## config.mk

```make
export PLATFORM = sky130hd
export DESIGN_NAME = opcode_sequencer
export DESIGN_NICKNAME = d
export VERILOG_FILES = /design/src/rtl/opcode_sequencer.sv
export SDC_FILE = /design/constraint.sdc
export NUM_CORES = 1
export LEC_CHECK = 0
export CAP_MARGIN = 20
export CORE_ASPECT_RATIO = 1.1
export CORE_MARGIN = 2
export CORE_UTILIZATION = 40
export CTS_CLUSTER_SIZE = 12
export DETAILED_ROUTE_END_ITERATION = 16
export PLACE_DENSITY = 0.59
export SLEW_MARGIN = 15
export SYNTH_ARGS = -nofsm -noshare
export SYNTH_HDL_FRONTEND = slang
export SYNTH_SLANG_ARGS = --single-unit
```

## constraint.sdc

```tcl
create_clock -name clk -period 4.05 [get_ports clk]
set_input_delay 0.6075 -clock clk [delete_from_list [all_inputs] [get_ports clk]]
set_output_delay 0.6075 -clock clk [all_outputs]
set_load 0.01 [all_outputs]
```

## src/rtl/opcode_sequencer.sv

```systemverilog
// opcode_sequencer: program buffer that replays a loaded opcode program to the core array
// and packs the serial valid_bit/output_bit result stream into words.
module opcode_sequencer #(
    parameter int DEPTH        = 16,
    parameter int OPCODE_WIDTH = 16,
    parameter int LOOP_WIDTH   = 8,
    parameter int RESULT_WIDTH = 8
) (
    input  logic                    clk,
    input  logic                    rst,
    input  logic                    wr_valid,
    output logic                    wr_ready,
    input  logic [OPCODE_WIDTH-1:0] wr_opcode,
    input  logic                    clear,
    input  logic                    start,
    input  logic                    abort,
    input  logic [LOOP_WIDTH-1:0]   loop_count,
    output logic                    busy,
    output logic                    done,
    output logic [OPCODE_WIDTH-1:0] opcode_out,
    output logic                    execute_out,
    input  logic                    valid_bit_in,
    input  logic                    output_bit_in,
    output logic                    result_valid,
    output logic [RESULT_WIDTH-1:0] result_word
);
    localparam int AW = $clog2(DEPTH);
    localparam int CW = $clog2(RESULT_WIDTH);
    localparam logic [AW:0] FULL = (AW+1)'(DEPTH);
    localparam logic [AW:0] ONE = (AW+1)'(1);
    localparam logic [CW-1:0] LAST = CW'(RESULT_WIDTH - 1);

    typedef enum logic [1:0] {S_IDLE, S_RUN, S_DONE} state_t;

    state_t                  r_state;
    logic [OPCODE_WIDTH-1:0] r_mem [DEPTH];
    logic [AW:0]             r_wr_ptr;
    logic [AW:0]             r_rd_ptr;
    logic [LOOP_WIDTH-1:0]   r_iter;
    logic [LOOP_WIDTH-1:0]   r_loop;
    logic                    r_wr_ready;
    logic                    r_busy;
    logic                    r_done;
    logic [OPCODE_WIDTH-1:0] r_opcode;
    logic                    r_exec;
    logic [CW-1:0]           r_bit_cnt;
    logic [RESULT_WIDTH-1:0] r_shreg;
    logic [RESULT_WIDTH-1:0] r_word;
    logic                    r_res_valid;

    logic                    w_idle;
    logic                    w_wr_fire;
    logic                    w_start_ok;
    logic [AW:0]             w_wr_ptr_nxt;
    logic [RESULT_WIDTH-1:0] w_shift;

    always_comb begin
        w_idle       = r_state == S_IDLE;
        w_wr_fire    = w_idle && wr_valid && r_wr_ptr != FULL && !clear;
        w_start_ok   = w_idle && start && !clear && r_wr_ptr != '0;
        w_wr_ptr_nxt = clear ? '0 : w_wr_fire ? r_wr_ptr + ONE : r_wr_ptr;
        w_shift      = {r_shreg[RESULT_WIDTH-2:0], output_bit_in};
    end

    always_ff @(posedge clk) begin
        if (w_wr_fire)
            r_mem[r_wr_ptr[AW-1:0]] <= wr_opcode;
    end

    always_ff @(posedge clk or posedge rst) begin
        if (rst) begin
            r_state    <= S_IDLE;
            r_wr_ptr   <= '0;
            r_rd_ptr   <= '0;
            r_iter     <= '0;
            r_loop     <= '0;
            r_wr_ready <= 1'b1;
            r_busy     <= 1'b0;
            r_done     <= 1'b0;
            r_opcode   <= '0;
            r_exec     <= 1'b0;
        end else begin
            r_done <= 1'b0;
            case (r_state)
                S_IDLE: begin
                    r_wr_ptr <= w_wr_ptr_nxt;
                    if (w_start_ok) begin
                        r_state    <= S_RUN;
                        r_loop     <= loop_count;
                        r_iter     <= '0;
                        r_opcode   <= r_mem[0];
                        r_exec     <= 1'b1;
                        r_rd_ptr   <= ONE;
                        r_busy     <= 1'b1;
                        r_wr_ready <= 1'b0;
                    end else begin
                        r_wr_ready <= w_wr_ptr_nxt != FULL;
                    end
                end
                S_RUN: begin
                    if (abort) begin
                        r_state    <= S_IDLE;
                        r_exec     <= 1'b0;
                        r_busy     <= 1'b0;
                        r_wr_ready <= r_wr_ptr != FULL;
                    end else if (r_rd_ptr == r_wr_ptr) begin
                        // last entry is on opcode_out now: finish or wrap with no gap
                        if (r_iter == r_loop) begin
                            r_state <= S_DONE;
                            r_exec  <= 1'b0;
                            r_busy  <= 1'b0;
                            r_done  <= 1'b1;
                        end else begin
                            r_opcode <= r_mem[0];
                            r_rd_ptr <= ONE;
                            r_iter   <= r_iter + 1'b1;
                        end
                    end else begin
                        r_opcode <= r_mem[r_rd_ptr[AW-1:0]];
                        r_rd_ptr <= r_rd_ptr + ONE;
                    end
                end
                S_DONE: begin
                    r_state    <= S_IDLE;
                    r_wr_ready <= r_wr_ptr != FULL;
                end
                default: r_state <= S_IDLE;
            endcase
        end
    end

    always_ff @(posedge clk or posedge rst) begin
        if (rst) begin
            r_bit_cnt   <= '0;
            r_shreg     <= '0;
            r_word      <= '0;
            r_res_valid <= 1'b0;
        end else begin
            r_res_valid <= 1'b0;
            if (w_start_ok) begin
                r_bit_cnt <= '0;
            end else if (valid_bit_in) begin
                r_shreg <= w_shift;
                if (r_bit_cnt == LAST) begin
                    r_bit_cnt   <= '0;
                    r_word      <= w_shift;
                    r_res_valid <= 1'b1;
                end else begin
                    r_bit_cnt <= r_bit_cnt + 1'b1;
                end
            end
        end
    end

    assign wr_ready     = r_wr_ready;
    assign busy         = r_busy;
    assign done         = r_done;
    assign opcode_out   = r_opcode;
    assign execute_out  = r_exec;
    assign result_valid = r_res_valid;
    assign result_word  = r_word;
endmodule

```

==> results.md, run 1 <==
- Switching pwr: 0.00296 W
- Longest Clk Path Bufs: 3
- RSZ-0062 raised after global routing: false
- Share of cells above drive strength 1: 19.5%
- P_leak: 5.26 nW
- Setup TNS Final: 0 ps
- Slowest CP cell: dfrtp_1
- Worst R2R Path Depth: 6
- CTS tree: built
- Setup Buffers After CTS: 0
- Area leader, netlist: edfxtp_1
- CP dominant cell by count: nor2_1
- Drt first pass iters: 4
- Drt first-iter violations: 380
- Cell row count: 69
- Filler cells: 2738
- EDFF count, synth: 256
- Post-route ant nets: 0
- Syn Area/Cell: 17.0 µm²
- Final hold vios: 0
- Status: completed
- Worst Path Max Fanout: 14
- Hold path cells: 2
- Vias: 6908
- Drt via density: 5.28
- Reg power frac: 42.5%
- H-tree levels: 2
- CP Data Arrival Time: 3150 ps
- N_diodes: 0
- Netlist cell types: 50
- Logic pwr share: 27.8%
- Switch share: 30.0%
- Total GRT Usage: 16.3%
- Syn Std Cell Area: 13200 µm²
- Die Width: 177 µm
- Initial antenna violation count: 0
- Yosys reg bits: 322
- Max Slew Vio Count: 0
- Post-synthesis sequential area ratio: 70.9%
- CTS Sinks: 322
- Hold wc startpoint: r_loop[0]
- Synth cell count leaders: 256 x edfxtp_1, 70 x nand2_1, 65 x dfrtp_1
- Worst hold path class: flip-flop to flip-flop
- Sequential Area: 9350 µm²
- Reg-to-Reg End: r_mem[14][14]
- Async S/R FF share, synth: 20.5%
- Global-route wire length before repair: 42.7 mm
- Maximum VDD drop: 0.256 mV
- Clock network fraction of design power: 29.7%
- Num CTS Buffers: 35
- Slew margin rel.: 38.7%
- Hold slack: 501 ps
- Max Cap Viol: 0
- Post-CTS sizing: 0
- Pwr/cell area: 639 nW/µm²
- Routability congestion estimate: 0.720
- Startpoint Class: flip-flop
- # hold bufs at CTS: 0
- Internal power: 0.00691 W
- I/O Buffers: 60
- Layout area overhead: 17.1%
- DRC violations left: 0
- Initial core utilization: 40.7%
- CTS clk-pin slew, worst paths: 60 ps
- Setup ws final: 1100 ps
- Most common cell in the netlist: edfxtp_1
- Top cell type's share of synthesized area: 58.3%
- Post-Synthesis Cells: 777
- Dpl hpwl: 17.5 mm
- Tcrit/Tclk final: 72.8%
- Die ar.: 34400 µm²
- Worst r2r src: r_wr_ptr[2]
- Worst Max-Slew Pin Slew: 918 ps
- Synth Flop Type: edfxtp_1
- Min Tclk post-route: 2950 ps
- Multi-input logic area: 3600 µm²
- Pre-CTS setup slack: 782 ps
- Final WL: 27.3 mm
- Vias in the first global route: 7167
- Worst Hold End: r_loop[0]
- Final setup viols: 0
- YS warnings: 0
- Mapped Nets: 821
- Overall power: 0.00986 W
- Crit path largest cell delay: 750 ps
- Largest net degree at the start of global routing: 53
- Setup crit end kind: flip-flop
- Fmax: 339 MHz
- Area contributors post-synth: edfxtp_1 58%, dfrtp_1 12%, mux4_2 11%, nand2_1 2.0%, mux2_2 1.5%
- IO Pins: 61
- CTS Root Cell: clkbuf_16
- Required time worst endpoint: 4260 ps
- Layout Nets: 906
- Grt total ovfl: 0
- Core Region: 32400 µm²
- Die Span Y: 194 µm
- Register-to-register setup slack: 1100 ps
- CP cell instances: nor2_1 > a31oi_1 > nor2b_1 > nand2_1 > nor2_1 > buf_4
- Critical Setup Path Class: flip-flop to flip-flop
- Worst skew pair latency: 510 ps
- Avg WL per Cell: 20.8 µm
- Worst clock skew: 16.6 ps
## worst max path at each step
stage / from / endpoint / depth (start not counted)
5_1_grt: r_wr_ptr[0] / opcode_out[6] / 9
3_3_place_gp: clear / opcode_out[3] / 8
3_5_place_dp: clear / opcode_out[1] / 8
2_1_floorplan: r_wr_ptr[0] / r_mem[2][0] / 6
6_report: r_wr_ptr[2] / r_mem[14][14] / 6
4_1_cts: r_wr_ptr[2] / r_mem[14][14] / 6
## final cells by class
| class | count | area share, % |
|---|---|---|
| tap | 426 | 3.45 |
| sequential | 322 | 60.6 |
| multi-input combinational | 399 | 23.3 |
| clock inverter | 10 | 0.568 |
| timing repair buffer | 91 | 5.56 |
| inverter | 13 | 0.316 |
| clock buffer | 48 | 6.19 |
## worst max-delay path: cells and delay by family (launching register included)
family / cells / cell delay [ps]
buffers and inverters: 1 / 310
and+or+nand+nor: 4 / 1210
DFF: 1 / 750
AOI/OAI and AO/OA: 1 / 360
## power groups by stage
| stage | clock [W] | combinational, W | sequential [W] |
|---|---|---|---|
| 4_1_cts | 0.00301 | 0.00279 | 0.00420 |
| 5_1_grt | 0.00313 | 0.00305 | 0.00424 |
| 6_report | 0.00293 | 0.00274 | 0.00419 |
| 3_3_place_gp | 0 | 0.00275 | 0.00426 |
| 2_1_floorplan | 0 | 0.00196 | 0.00417 |
| 3_5_place_dp | 0 | 0.00278 | 0.00427 |
## flip-flops by register name, indices dropped and copies added (netlist names), 2 cells and up
| signal | count |
|---|---|
| r_bit_cnt | 3 |
| r_rd_ptr | 5 |
| r_state | 2 |
| opcode_out | 16 |
| r_loop | 8 |
| r_wr_ptr | 5 |
| r_mem | 256 |
| r_shreg | 7 |
| result_word | 8 |
| r_iter | 8 |
## through the flow
stage / utilization (%) / std cells / cell area [µm²]
floorplan: - / 777 / 13200
global placement: 44.4 / 1251 / 14400
detailed placement: 44.4 / 1251 / 14400
CTS: 47.7 / 1309 / 15400
global route: 47.7 / 1309 / 15400
finish: 47.7 / 1309 / 15400
## cell usage in the layout, fill, tap and decap left out, types with 2 or more instances in the layout
cell type | synthesis | layout
edfxtp_1 | 256 | 256
nand2_1 | 70 | 70
mux4_2 | 64 | 64
dfrtp_1 | 65 | 62
clkdlybuf4s50_1 | 0 | 60
nor2_1 | 45 | 44
clkbuf_16 | 0 | 36
buf_4 | 2 | 29
a21oi_1 | 27 | 27
nor2b_1 | 20 | 20
mux2i_1 | 20 | 20
mux2_2 | 18 | 18
a31oi_1 | 18 | 18
a211oi_1 | 16 | 16
inv_1 | 13 | 12
ha_1 | 12 | 12
clkbuf_1 | 19 | 11
xnor2_1 | 9 | 9
o21ai_0 | 9 | 9
nand3_1 | 7 | 7
xor2_1 | 6 | 6
o31ai_1 | 6 | 6
nand4_1 | 5 | 5
or3_1 | 5 | 5
and3_1 | 4 | 4
nor3_1 | 7 | 4
and2_1 | 4 | 4
clkinv_1 | 0 | 4
nor3_2 | 0 | 3
or4_1 | 3 | 3
or4b_1 | 2 | 2
nand2b_1 | 2 | 2
or2_2 | 2 | 2
nor4b_1 | 2 | 2
clkinv_2 | 0 | 2
buf_12 | 0 | 2
dfrtp_2 | 0 | 2
## kinds of logic (layout without fill, tap and decap cells)
logic type,count (synthesis),after routing,share of synthesized area (%)
AO/OA/AOI/OAI,87,87,4.39
XOR/XNOR,16,16,1.12
adder cells (fa/ha/maj),12,12,1.14
buffers and inverters,56,162,1.96
flip-flops,322,322,70.9
multiplexers,102,102,14.0
AND/OR/NAND/NOR,182,182,6.55
## routing by layer
metal  vias to the layer above  track usage [%]  share of wire (%)
met5                         -                0                  0
met4                         0             4.01                1.8
met3                        41             3.21                6.0
met2                       153             26.8                 48
met1                      3541             22.5                 44
li1                       3173                -                  -
No activity file was read; power rests on OpenSTA's default activity.
==> run 2: changes to the inputs <==
--- a/config.mk
+++ b/config.mk
@@ -11,7 +11,7 @@
 export CORE_UTILIZATION = 40
 export CTS_CLUSTER_SIZE = 12
 export DETAILED_ROUTE_END_ITERATION = 16
-export PLACE_DENSITY = 0.59
+export PLACE_DENSITY = 0.61
 export SLEW_MARGIN = 15
 export SYNTH_ARGS = -nofsm -noshare
 export SYNTH_HDL_FRONTEND = slang
==> constraint.sdc (replaced) <==
create_clock -name clk -period 2.65 [get_ports clk]
set_input_delay 0.3975 -clock clk [delete_from_list [all_inputs] [get_ports clk]]
set_output_delay 0.3975 -clock clk [all_outputs]
set_load 0.01 [all_outputs]
==> run 2 against run 1 <==
  * First-iteration DRC count rose by 29%
  * Core utilization up 0.76 points
  * Non-clock buffer count increased by 20
  * Sequential cell count unchanged
  * Clock-buffer cell count did not move
  * Design area increased by 1.6%
  * Fmax increased by 25%
  * Global-route usage down 0.58 points
==> results.md, run 2 (synthesis results as in run 1) <==
- Status: completed (unchanged)
- Cell row count: 69 (unchanged)
- Critical Setup Path Class: flip-flop to flip-flop (unchanged)
- Final WL: 26.4 mm (was 27.3 mm)
- Drt via density: 5.26 (was 5.28)
- Worst hold path class: primary input to async pin (was flip-flop to flip-flop)
- Worst clock skew: 16.1 ps (was 16.6 ps)
- RSZ-0062 raised after global routing: false (unchanged)
- Post-route ant nets: 0 (unchanged)
- Setup crit end kind: flip-flop (unchanged)
- Max Slew Vio Count: 0 (unchanged)
- Largest net degree at the start of global routing: 70 (was 53)
- Routability congestion estimate: 0.751 (was 0.720)
- CTS Root Cell: clkbuf_16 (unchanged)
- Area after DPL: 14600 µm² (was 14400 µm²)
- Setup TNS Final: 0 ps (unchanged)
- Global-route wire length before repair: 41.8 mm (was 42.7 mm)
- Min Tclk post-route: 2360 ps (was 2950 ps)
- CP Data Arrival Time: 2580 ps (was 3150 ps)
- Startpoint Class: flip-flop (unchanged)
- Avg WL per Cell: 19.9 µm (was 20.8 µm)
- CTS clk-pin slew, worst paths: 60 ps (about the same)
- DRC violations left: 0 (unchanged)
- Fin cells: 1329 (was 1309)
- H-tree levels: 2 (unchanged)
- Setup ws final: 291 ps (was 1100 ps)
- Max reg flops: 256 (unchanged)
- M1 GR Usage: 22.3% (was 22.5%)
- Met3 usage: 2.35% (was 3.21%)
- N_diodes: 0 (unchanged)
- Final hold vios: 0 (unchanged)
- Pwr/cell area: 968 nW/µm² (was 639 nW/µm²)
- # hold bufs at CTS: 0 (unchanged)
- Worst Max-Slew Pin Slew: 686 ps (was 918 ps)
- Most common cell after layout, fill and taps aside: edfxtp_1 (unchanged)
- Vias in the first global route: 7220 (was 7167)
- Share of cells above drive strength 1: 21.2% (was 19.5%)
- Dpl hpwl: 17.4 mm (was 17.5 mm)
- Die Span Y: 194 µm (unchanged)
- GR peak layer: met2 (unchanged)
- Grt total ovfl: 0 (unchanged)
- Slew margin rel.: 54.3% (was 38.7%)
- Longest Clk Path Bufs: 3 (unchanged)
- Drt first pass iters: 4 (unchanged)
- Setup Buffers After CTS: 0 (unchanged)
- Layout Nets: 926 (was 906)
- Initial antenna violation count: 0 (unchanged)
- Core Region: 32400 µm² (unchanged)
- Die ar.: 34400 µm² (unchanged)
- Layout area overhead: 18.9% (was 17.1%)
- Max Cap Viol: 0 (unchanged)
- Die Width: 177 µm (unchanged)
- Post-route cell area: 15700 µm² (was 15400 µm²)
- Most frequent cells in the layout: 256 x edfxtp_1, 70 x nand2_1, 64 x mux4_2 (unchanged)
- Fmax: 424 MHz (was 339 MHz)
- Hold slack: 166 ps (was 501 ps)
- Drt first-iter violations: 490 (was 380)
- P_leak: 5.38 nW (was 5.26 nW)
- Tcrit/Tclk final: 89.0% (was 72.8%)
- Initial core utilization: 40.7% (unchanged)
- I/O Buffers: 60 (unchanged)
- Worst skew pair latency: 530 ps (was 510 ps)
- Worst Path Max Fanout: 6 (was 14)
- GR met2 Demand/Resource: 24.8% (was 26.8%)
- Required time worst endpoint: 2870 ps (was 4260 ps)
- Final setup viols: 0 (unchanged)
- CTS Sinks: 322 (unchanged)
- IO Pins: 61 (unchanged)
- CTS tree: built (unchanged)
- Total GRT Usage: 15.8% (was 16.3%)
- Post-CTS sizing: 0 (unchanged)
- Vias: 6988 (was 6908)
- Num CTS Buffers: 35 (unchanged)
- Pre-CTS setup slack: 111 ps (was 782 ps)
- Maximum VDD drop: 0.463 mV (was 0.256 mV)
- Dpl cells: 1271 (was 1251)
-- run 2: changes by cell type in the layout (fill, tap and decap cells not counted), sizes merged --
cell / previous run / this run
buf: 31 / 51
clkinv: 7 / 8
bufinv: 1 / 0
-- run 2: worst max-delay path, cell delays in order (launching register included) --
cell	delay [ps]
dfrtp_1	400
inv_1	110
ha_1	190
nand2_1	60
a31oi_1	290
nor2b_1	190
buf_4	160
nand2_1	90
buf_4	170
nor3_2	190
buf_4	200
-- run 2: per-layer routing --
metal	share of wire (%)	vias to the layer above
met4	2.8	0
met5	0	-
met3	3.9	43
li1	-	3231
met1	46	3556
met2	47	158
-- run 2: area by class of cell --
cell class | count | area [µm²]
multi-input combinational | 399 | 3600
clock inverter | 10 | 85.1
inverter | 13 | 48.8
timing repair buffer | 111 | 1120
clock buffer | 48 | 945
tap | 426 | 533
fill | 2726 | 16700
sequential | 322 | 9350
-- run 2: worst paths after layout --
kind	to	slack (ps)	startpoint	cells past startpoint
setup / recovery	r_mem[2][13]	290	r_state[1]	10
hold reg to reg	result_word[7]	500	r_shreg[6]	1
min in group clk	r_loop[5]	410	loop_count[5]	3
setup reg to reg	r_mem[2][13]	290	r_state[1]	10
hold / removal	opcode_out[8]	170	rst	2
max in group asynchronous	wr_ready	1900	rst	3
-- run 2: report_power, final --
part,internal [W],switching (W)
Sequential,0.00595,0.000325
Combinational,0.00213,0.00235
Clock,0.00251,0.00191
Total,0.0106,0.00458
-- run 2: through the flow --
| step | total power, W | util [%] |
|---|---|---|
| global placement | 0.0109 | 45.2 |
| detailed placement | 0.0109 | 45.2 |
| global route | 0.0160 | 48.4 |
| floorplan | 0.00937 | - |
| CTS | 0.0154 | 48.4 |
| finish | 0.0152 | 48.4 |
==> run 3: changes to the inputs <==
--- a/config.mk
+++ b/config.mk
@@ -8,10 +8,10 @@
 export CAP_MARGIN = 20
 export CORE_ASPECT_RATIO = 1.1
 export CORE_MARGIN = 2
-export CORE_UTILIZATION = 40
+export CORE_UTILIZATION = 54
 export CTS_CLUSTER_SIZE = 12
 export DETAILED_ROUTE_END_ITERATION = 16
-export PLACE_DENSITY = 0.61
+export PLACE_DENSITY = 0.77
 export SLEW_MARGIN = 15
 export SYNTH_ARGS = -nofsm -noshare
 export SYNTH_HDL_FRONTEND = slang
==> run 3 against run 2 <==
  * Clock skew increased by 5.7 ps
  * Combinational power about the same
  * Wire length increased by 5.0%
  * Largest power group unchanged
  * Sequential power about the same
  * Setup slack got worse by 42 ps
  * Cell count decreased by 9.8%
  * Die area decreased by 25%
  * Clock-buffer cell count increased by 2
  * Sequential cell count unchanged
  * Fmax decreased by 1.7%
  * Non-clock buffer count decreased by 10
  * Clock power increased by 3%
==> results.md, run 3 (synthesis results as in run 1) <==
- Final setup viols: 0 (unchanged)
- Startpoint Class: flip-flop (unchanged)
- Switching pwr: 0.00463 W (was 0.00458 W)
- Maximum VDD drop: 0.634 mV (was 0.463 mV)
- Post-route ant nets: 0 (unchanged)
- Pwr/cell area: 985 nW/µm² (was 968 nW/µm²)
- H-tree levels: 2 (unchanged)
- Required time worst endpoint: 2860 ps (was 2870 ps)
- Switch share: 30.2% (about the same)
- Final hold vios: 0 (unchanged)
- Core Region: 23800 µm² (was 32400 µm²)
- Num CTS Buffers: 35 (unchanged)
- Logic pwr share: 29.3% (was 29.5%)
- Status: completed (unchanged)
- Initial antenna violation count: 0 (unchanged)
- Most frequent cells in the layout: 256 x edfxtp_1, 70 x nand2_1, 64 x mux4_2 (unchanged)
- Die ar.: 25700 µm² (was 34400 µm²)
- Min Tclk post-route: 2400 ps (was 2360 ps)
- Drt first pass iters: 8 (was 4)
- Worst Max-Slew Pin Slew: 754 ps (was 686 ps)
- CP Data Arrival Time: 2610 ps (was 2580 ps)
- Utilization after layout: 65.2% (was 48.4%)
- Layout Nets: 916 (was 926)
- IO Pins: 61 (unchanged)
- Drt via density: 6.03 (was 5.26)
- CTS Root Cell: clkbuf_16 (unchanged)
- Worst clock skew: 21.8 ps (was 16.1 ps)
- Internal power: 0.0107 W (was 0.0106 W)
- Longest Clk Path Bufs: 3 (unchanged)
- Worst skew pair latency: 520 ps (was 530 ps)
- Max Cap Viol: 0 (unchanged)
- Critical Setup Path Class: flip-flop to flip-flop (unchanged)
- Drt first-iter violations: 672 (was 490)
- Share of cells above drive strength 1: 20.5% (was 21.2%)
- Worst Path Max Fanout: 11 (was 6)
- N_diodes: 0 (unchanged)
- Slew margin rel.: 49.7% (was 54.3%)
- Global-route wire length before repair: 43.2 mm (was 41.8 mm)
- Vias: 7233 (was 6988)
- CTS Sinks: 322 (unchanged)
- Max reg flops: 256 (unchanged)
- Reg power frac: 40.9% (was 41.4%)
- Initial core utilization: 55.3% (was 40.7%)
- I/O Buffers: 60 (unchanged)
- Dpl hpwl: 17.2 mm (was 17.4 mm)
- Setup TNS Final: 0 ps (unchanged)
- # hold bufs at CTS: 0 (unchanged)
- P_leak: 5.37 nW (was 5.38 nW)
- Setup crit end kind: flip-flop (unchanged)
- Vias in the first global route: 7357 (was 7220)
- DRC violations left: 0 (unchanged)
- CTS tree: built (unchanged)
- Cell row count: 59 (was 69)
- Layout area overhead: 17.9% (was 18.9%)
- CTS clk-pin slew, worst paths: 60 ps (about the same)
- Tcrit/Tclk final: 90.6% (was 89.0%)
- Total GRT Usage: 22.0% (was 15.8%)
- Max Slew Vio Count: 0 (unchanged)
- Grt total ovfl: 0 (unchanged)
- Fmax: 417 MHz (was 424 MHz)
- Worst hold path class: primary input to async pin (unchanged)
- Die Span Y: 168 µm (was 194 µm)
- Clock network fraction of design power: 29.7% (was 29.1%)
- Routability congestion estimate: 0.781 (was 0.751)
- Die Width: 153 µm (was 177 µm)
- Most common cell after layout, fill and taps aside: edfxtp_1 (unchanged)
- RSZ-0062 raised after global routing: false (unchanged)
- Avg WL per Cell: 23.2 µm (was 19.9 µm)
- Largest net degree at the start of global routing: 70 (unchanged)
- Final WL: 27.8 mm (was 26.4 mm)
==> run 3: area by class of cell <==
class,count,area [µm²]
Multi-Input combinational cell,399,3600
Clock buffer,50,963
Clock inverter,9,110
Inverter,13,48.8
Timing Repair Buffer,101,1100
Sequential cell,322,9350
Tap cell,305,382
Fill cell,1597,8300
==> run 3: repair_timing <==
action / CTS / global route
endpoints found under the setup margin: 0 / 1
resized for setup: 0 / 1
setup buffers: 0 / 0
==> run 3: power by group through the flow <==
stage                     Sequential, W  Combinational [W]  Clock, W
final                           0.00627            0.00449   0.00455
after global routing            0.00633            0.00489   0.00482
after CTS                       0.00627            0.00453   0.00463
after detailed placement        0.00637            0.00448         0
after global placement          0.00635            0.00439         0
after floorplan                 0.00637            0.00300         0
==> run 3: worst paths after layout <==
kind                                from       endpoint  slack [ps]  cells past startpoint
max in group asynchronous            rst       wr_ready        1720                      3
max                           r_state[1]   r_mem[10][9]         250                      9
max reg2reg                   r_state[1]   r_mem[10][9]         250                      9
min                                  rst  opcode_out[0]         310                      2
min in group clk           loop_count[4]      r_loop[4]         430                      3
min reg2reg                    r_loop[0]      r_loop[0]         500                      2
==> run 3: through the flow <==
step                power [W]  hold WS (ps)  setup WS, ps  area (µm²)  cells
CTS                    0.0154           322           199       15500   1199
global route           0.0160           365          80.3       15500   1199
floorplan             0.00937           467          2.32       13200    777
global placement       0.0107           489           246       14500   1140
detailed placement     0.0108           492           196       14500   1140
finish                 0.0153           313           250       15500   1199
==> run 3: critical path, cell delays in order (launching register included) <==
cell     delay [ps]
dfrtp_1         400
inv_1           120
ha_1            290
nand2_1          80
a31oi_1         180
nor2b_1         160
buf_4           150
nand2_1         190
nor2_1          260
buf_4           260
==> run 3: layer usage <==
layer | part of all wire (%) | GRT usage [%] | up-vias | wire length, µm
li1 | - | - | 3199 | -
met1 | 40 | 29.9 | 3667 | 11200
met2 | 50 | 36.8 | 305 | 13900
met3 | 6.6 | 3.99 | 62 | 1830
met4 | 2.8 | 7.25 | 0 | 769
met5 | 0 | 0 | - | 0
==> RTL change 1 (config.mk and constraints of run 2) <==
Set the parameter `OPCODE_WIDTH` to 32 (it was 16).
--- a/src/rtl/opcode_sequencer.sv
+++ b/src/rtl/opcode_sequencer.sv
@@ -2,7 +2,7 @@
 // and packs the serial valid_bit/output_bit result stream into words.
 module opcode_sequencer #(
     parameter int DEPTH        = 16,
-    parameter int OPCODE_WIDTH = 16,
+    parameter int OPCODE_WIDTH = 32,
     parameter int LOOP_WIDTH   = 8,
     parameter int RESULT_WIDTH = 8
 ) (
Interface: changed (resized opcode_out and wr_opcode); port bits go from 61 to 93. The function was not compared with the original's and may differ.
==> RTL change 1 against run 2 <==
  * Non-clock buffer count increased by 55
  * Synthesized area increased by 80%
  * Critical endpoint is now r_mem[1][24]$_DFFE_PP_
  * Synthesized cell count increased by 62%
  * Highest routed layer unchanged
  * Setup slack got worse by 180 ps
  * Sequential cell count increased by 272
  * Design area increased by 79%
  * Sequential share of layout area increased by 2.5 points
  * Total power increased by 85%
  * Wire length increased by 98%
==> RTL change 1: results (changes against run 2) <==
[sta]
clock_skew_ps = 22.5  ; +6.39 ps
final.setup.tns_ps = 0  ; unchanged
worstMarginPinSlew_ps = 732  ; +45.7 ps

[drt]
firstDrtPassIters = 5  ; +1
wl_um = 52400  ; +98%
num_vias = 12146  ; +74%
drt-initial-drc-count = 1102  ; +120%
routedWlPerCell_um = 23.6  ; +19%

[cells_and_area]
nets = 1475  ; +59%
drive_above_1_share = 0.248  ; +0.0368
diodes = 0  ; unchanged
largest_reg_flops = 512  ; +100%

[clock_network]
clk-insertion-delay-late_ps = 620  ; +90 ps
cts_made_buffers = 59  ; +69%
post-cts-setup-buffer-count = 0  ; unchanged
cts_buffer_depth = 3  ; unchanged
path_clk_slew_ps = 60  ; about the same

[setup_path]
crit_type = register to register
crit_arrival_ps = 2840  ; +260 ps
cp_max_fo = 18  ; +12
cp-startpoint = r_state[0]$_DFFE_PP0P_

[global_routing]
grt_max_degree = 72  ; +2.9%
grt_pass1_vias = 12715  ; +76%
antenna_found_initial = 1  ; +1
track_usage = 0.173  ; +0.0157
grt_pass1_wl_um = 79500  ; +90%

[synth]
yosysSeqAreaShare = 0.735  ; +0.0264
synthTopCellsByArea = edfxtp_1, mux4_2, dfrtp_1, a21oi_1, a211oi_2
ys_warn_count = 0  ; unchanged
synthCells = 1260  ; +62%
synth_cell_types = 58  ; +16%
synth_edf_count = 512  ; +100%
netlist_top_cells_count = edfxtp_1, mux4_2, dfrtp_1, a21oi_1, nor2_1
async_flop_share = 0.138  ; -0.0669

[placement]
dp_cells = 2114  ; +66%
pre_cts_slack_ps = -7.61  ; -118 ps
place_area_sq_mm = 0.0263  ; +79%
port_buffers = 92  ; +53%
gp_congestion = 0.831  ; +11%
place_hpwl_um = 31600  ; +81%

[hold_path]
hp-class = input port to asynchronous set/reset pin

[power]
leakage_nw = 9.06  ; +68%
irDropWorstVdd_uv = 603  ; +30%

[run_status]
outcome = complete, no violations

[RTL change 1: area by class of cell]
type / instances / area [sq um]
inverter: 18 / 70.1
timing repair buffer: 166 / 1910
multi-input combinational: 576 / 5910
sequential: 594 / 17400
tap: 760 / 951
clock buffer: 98 / 1680
fill: 4836 / 30600
clock inverter: 10 / 116
[RTL change 1: cells by family after synthesis]
logic type / synth area share
AOI/OAI and AO/OA: 0.0519
xor gates and xnor gates: 0.00681
adders and majority gates: 0.00633
buffers and inverters: 0.0226
DFF: 0.735
muxes: 0.131
and+or+nand+nor: 0.0466
[RTL change 1: metal layers]
metal | wire [um] | vias up | global-route usage | part of all wire
met5 | 0 | - | 0 | 0
met4 | 943 | 0 | 0.0436 | 0.018
met3 | 3440 | 70 | 0.0311 | 0.066
met2 | 25100 | 396 | 0.282 | 0.48
met1 | 22900 | 6332 | 0.244 | 0.44
li1 | - | 5348 | - | -
[RTL change 1: critical path, stage by stage, from the launching register on]
cell     delay [ps]
dfrtp_1         420
inv_1           100
ha_2            290
nand2_1         120
a31oi_2         170
and2_1          270
nand2_1         290
nor3_4          330
buf_12          230
[RTL change 1: where the power goes]
part           switching, mW  internal [mW]  total [mW]
logic                   4.65           4.18        8.82
clock network           3.37           4.50        7.87
registers              0.494           10.9        11.4
total                   8.51           19.5        28.1
[RTL change 1: worst paths after layout]
kind / endpoint / slack [ps] / depth (start not counted)
max in group asynchronous: r_rd_ptr[1]$_DFFE_PP0P_ / 1750 / 3
hold / removal: result_word[2]$_DFFE_PP0P_ / 120 / 2
setup reg to reg: r_mem[1][24]$_DFFE_PP_ / 110 / 8
hold reg to reg: result_word[3]$_DFFE_PP0P_ / 500 / 1
setup / recovery: r_mem[1][24]$_DFFE_PP_ / 110 / 8
min in group clk: r_loop[2]$_DFFE_PP0P_ / 320 / 3
==> RTL change 2 (config.mk and constraints of run 2) <==
Without the edit above. Re-encode `state_t` (3 states) as one-hot, 3 bits wide.
--- a/src/rtl/opcode_sequencer.sv
+++ b/src/rtl/opcode_sequencer.sv
@@ -30,7 +30,7 @@
     localparam logic [AW:0] ONE = (AW+1)'(1);
     localparam logic [CW-1:0] LAST = CW'(RESULT_WIDTH - 1);
 
-    typedef enum logic [1:0] {S_IDLE, S_RUN, S_DONE} state_t;
+    typedef enum logic [2:0] {S_IDLE = 3'b001, S_RUN = 3'b010, S_DONE = 3'b100} state_t;
 
     state_t                  r_state;
     logic [OPCODE_WIDTH-1:0] r_mem [DEPTH];
Formal check against the unedited RTL: no difference found for any inputs over 4 cycles, from zero or initial values and one cycle with rst high; so few cycles prove little.
==> RTL change 2 against run 2 <==
  * Sequential cell count increased by 1
  * Design area rose by 0.77%
  * Total power fell by 8.7%
  * First-iteration DRC count is 4.1% lower
  * Via count shrank 1.1%
  * Wire length increased by 2.2%
  * Setup slack better by 14 ps
  * Non-clock buffer count shrank 1
  * Sequential power about the same
  * Synthesized area fell by 0.65%
  * Critical endpoint is now r_mem[11][12]$_DFFE_PP_
  * Highest routed layer is now met5
==> RTL change 2: results (changes against run 2) <==
[cells_and_area]
drive_above_1_share = 0.217  ; +0.00553
nets = 896  ; -3.2%

[drt]
met1_length_um = 11700  ; -4.6%
firstDrtPassIters = 5  ; +1
met2_length_um = 13700  ; +10%
wl_um = 27000  ; +2.2%
top_layer = met5

[sta]
clock_skew_ps = 10.3  ; -5.82 ps
worstMarginPinSlew_ps = 761  ; +75.0 ps
layout_setup_ws_ps = 305  ; +13.7 ps

[synth]
syn_nets = 793  ; -3.4%
netlist_top_cells_count = edfxtp_1, dfrtp_1, mux4_2, a21oi_1, nand2_1

[setup_path]
r2r_end = r_mem[11][12]$_DFFE_PP_
crit_path_top_delay_cell = nor4b_2
critical-path-top-delay-family = simple AND/OR/NAND/NOR gates
cp_max_fo = 16  ; +10

[global_routing]
grt_max_degree = 59  ; -16%
use_met1 = 0.216  ; -0.00723
grt_pass1_wl_um = 41900  ; +0.12%
track_usage = 0.162  ; +0.00442
grt_pass1_vias = 7007  ; -3.0%
use_met2 = 0.274  ; +0.0256

[run_status]
outcome = complete, no violations

[power]
p_comb_frac = 0.208  ; -0.087
pg_clk_mw = 4.69  ; +6.1%

[placement]
place_hpwl_um = 16100  ; -7.5%

[clock_network]
cts_made_buffers = 36  ; +2.9%

RTL change 2: cells by family (layout without fill, tap and decap cells):
logic type | count (synthesis) | after routing | share of synthesized area
muxes | 98 | 98 | 0.138
and+or+nand+nor | 152 | 152 | 0.0619
buffers and inverters | 52 | 179 | 0.0179
adders and majority gates | 8 | 8 | 0.00764
AOI/OAI and AO/OA | 103 | 103 | 0.0485
DFF | 323 | 323 | 0.715
xor gates and xnor gates | 17 | 17 | 0.0114
RTL change 2: final cells by class:
cell class,instances,area [sq um],area share
sequential,323,9370,0.593
multi-input combinational,378,3540,0.224
timing repair buffer,110,1210,0.0768
clock buffer,45,977,0.0619
tap,426,533,0.0337
clock inverter,17,136,0.00863
inverter,7,26.3,0.00166
RTL change 2: worst min-delay path by stage:
stage,start,endpoint,slack [ps],cells past startpoint
after global routing,rst,result_word[2]$_DFFE_PP0P_,280,2
after floorplan,r_loop[0]$_DFFE_PP0P_,r_loop[0]$_DFFE_PP0P_,470,2
after detailed placement,r_loop[0]$_DFFE_PP0P_,r_loop[0]$_DFFE_PP0P_,490,2
after CTS,rst,result_word[2]$_DFFE_PP0P_,250,2
after global placement,r_loop[7]$_DFFE_PP0P_,r_loop[7]$_DFFE_PP0P_,480,2
final,rst,result_word[3]$_DFFE_PP0P_,250,2
RTL change 2: per-stage QoR:
stage / util / std cells / area (sq um) / hold WS [ps]
final: 0.489 / 1306 / 15800 / 254
after floorplan: - / 753 / 13100 / 467
after global routing: 0.489 / 1306 / 15800 / 279
after detailed placement: 0.454 / 1244 / 14700 / 489
after global placement: 0.454 / 1244 / 14700 / 483
after CTS: 0.489 / 1306 / 15800 / 251
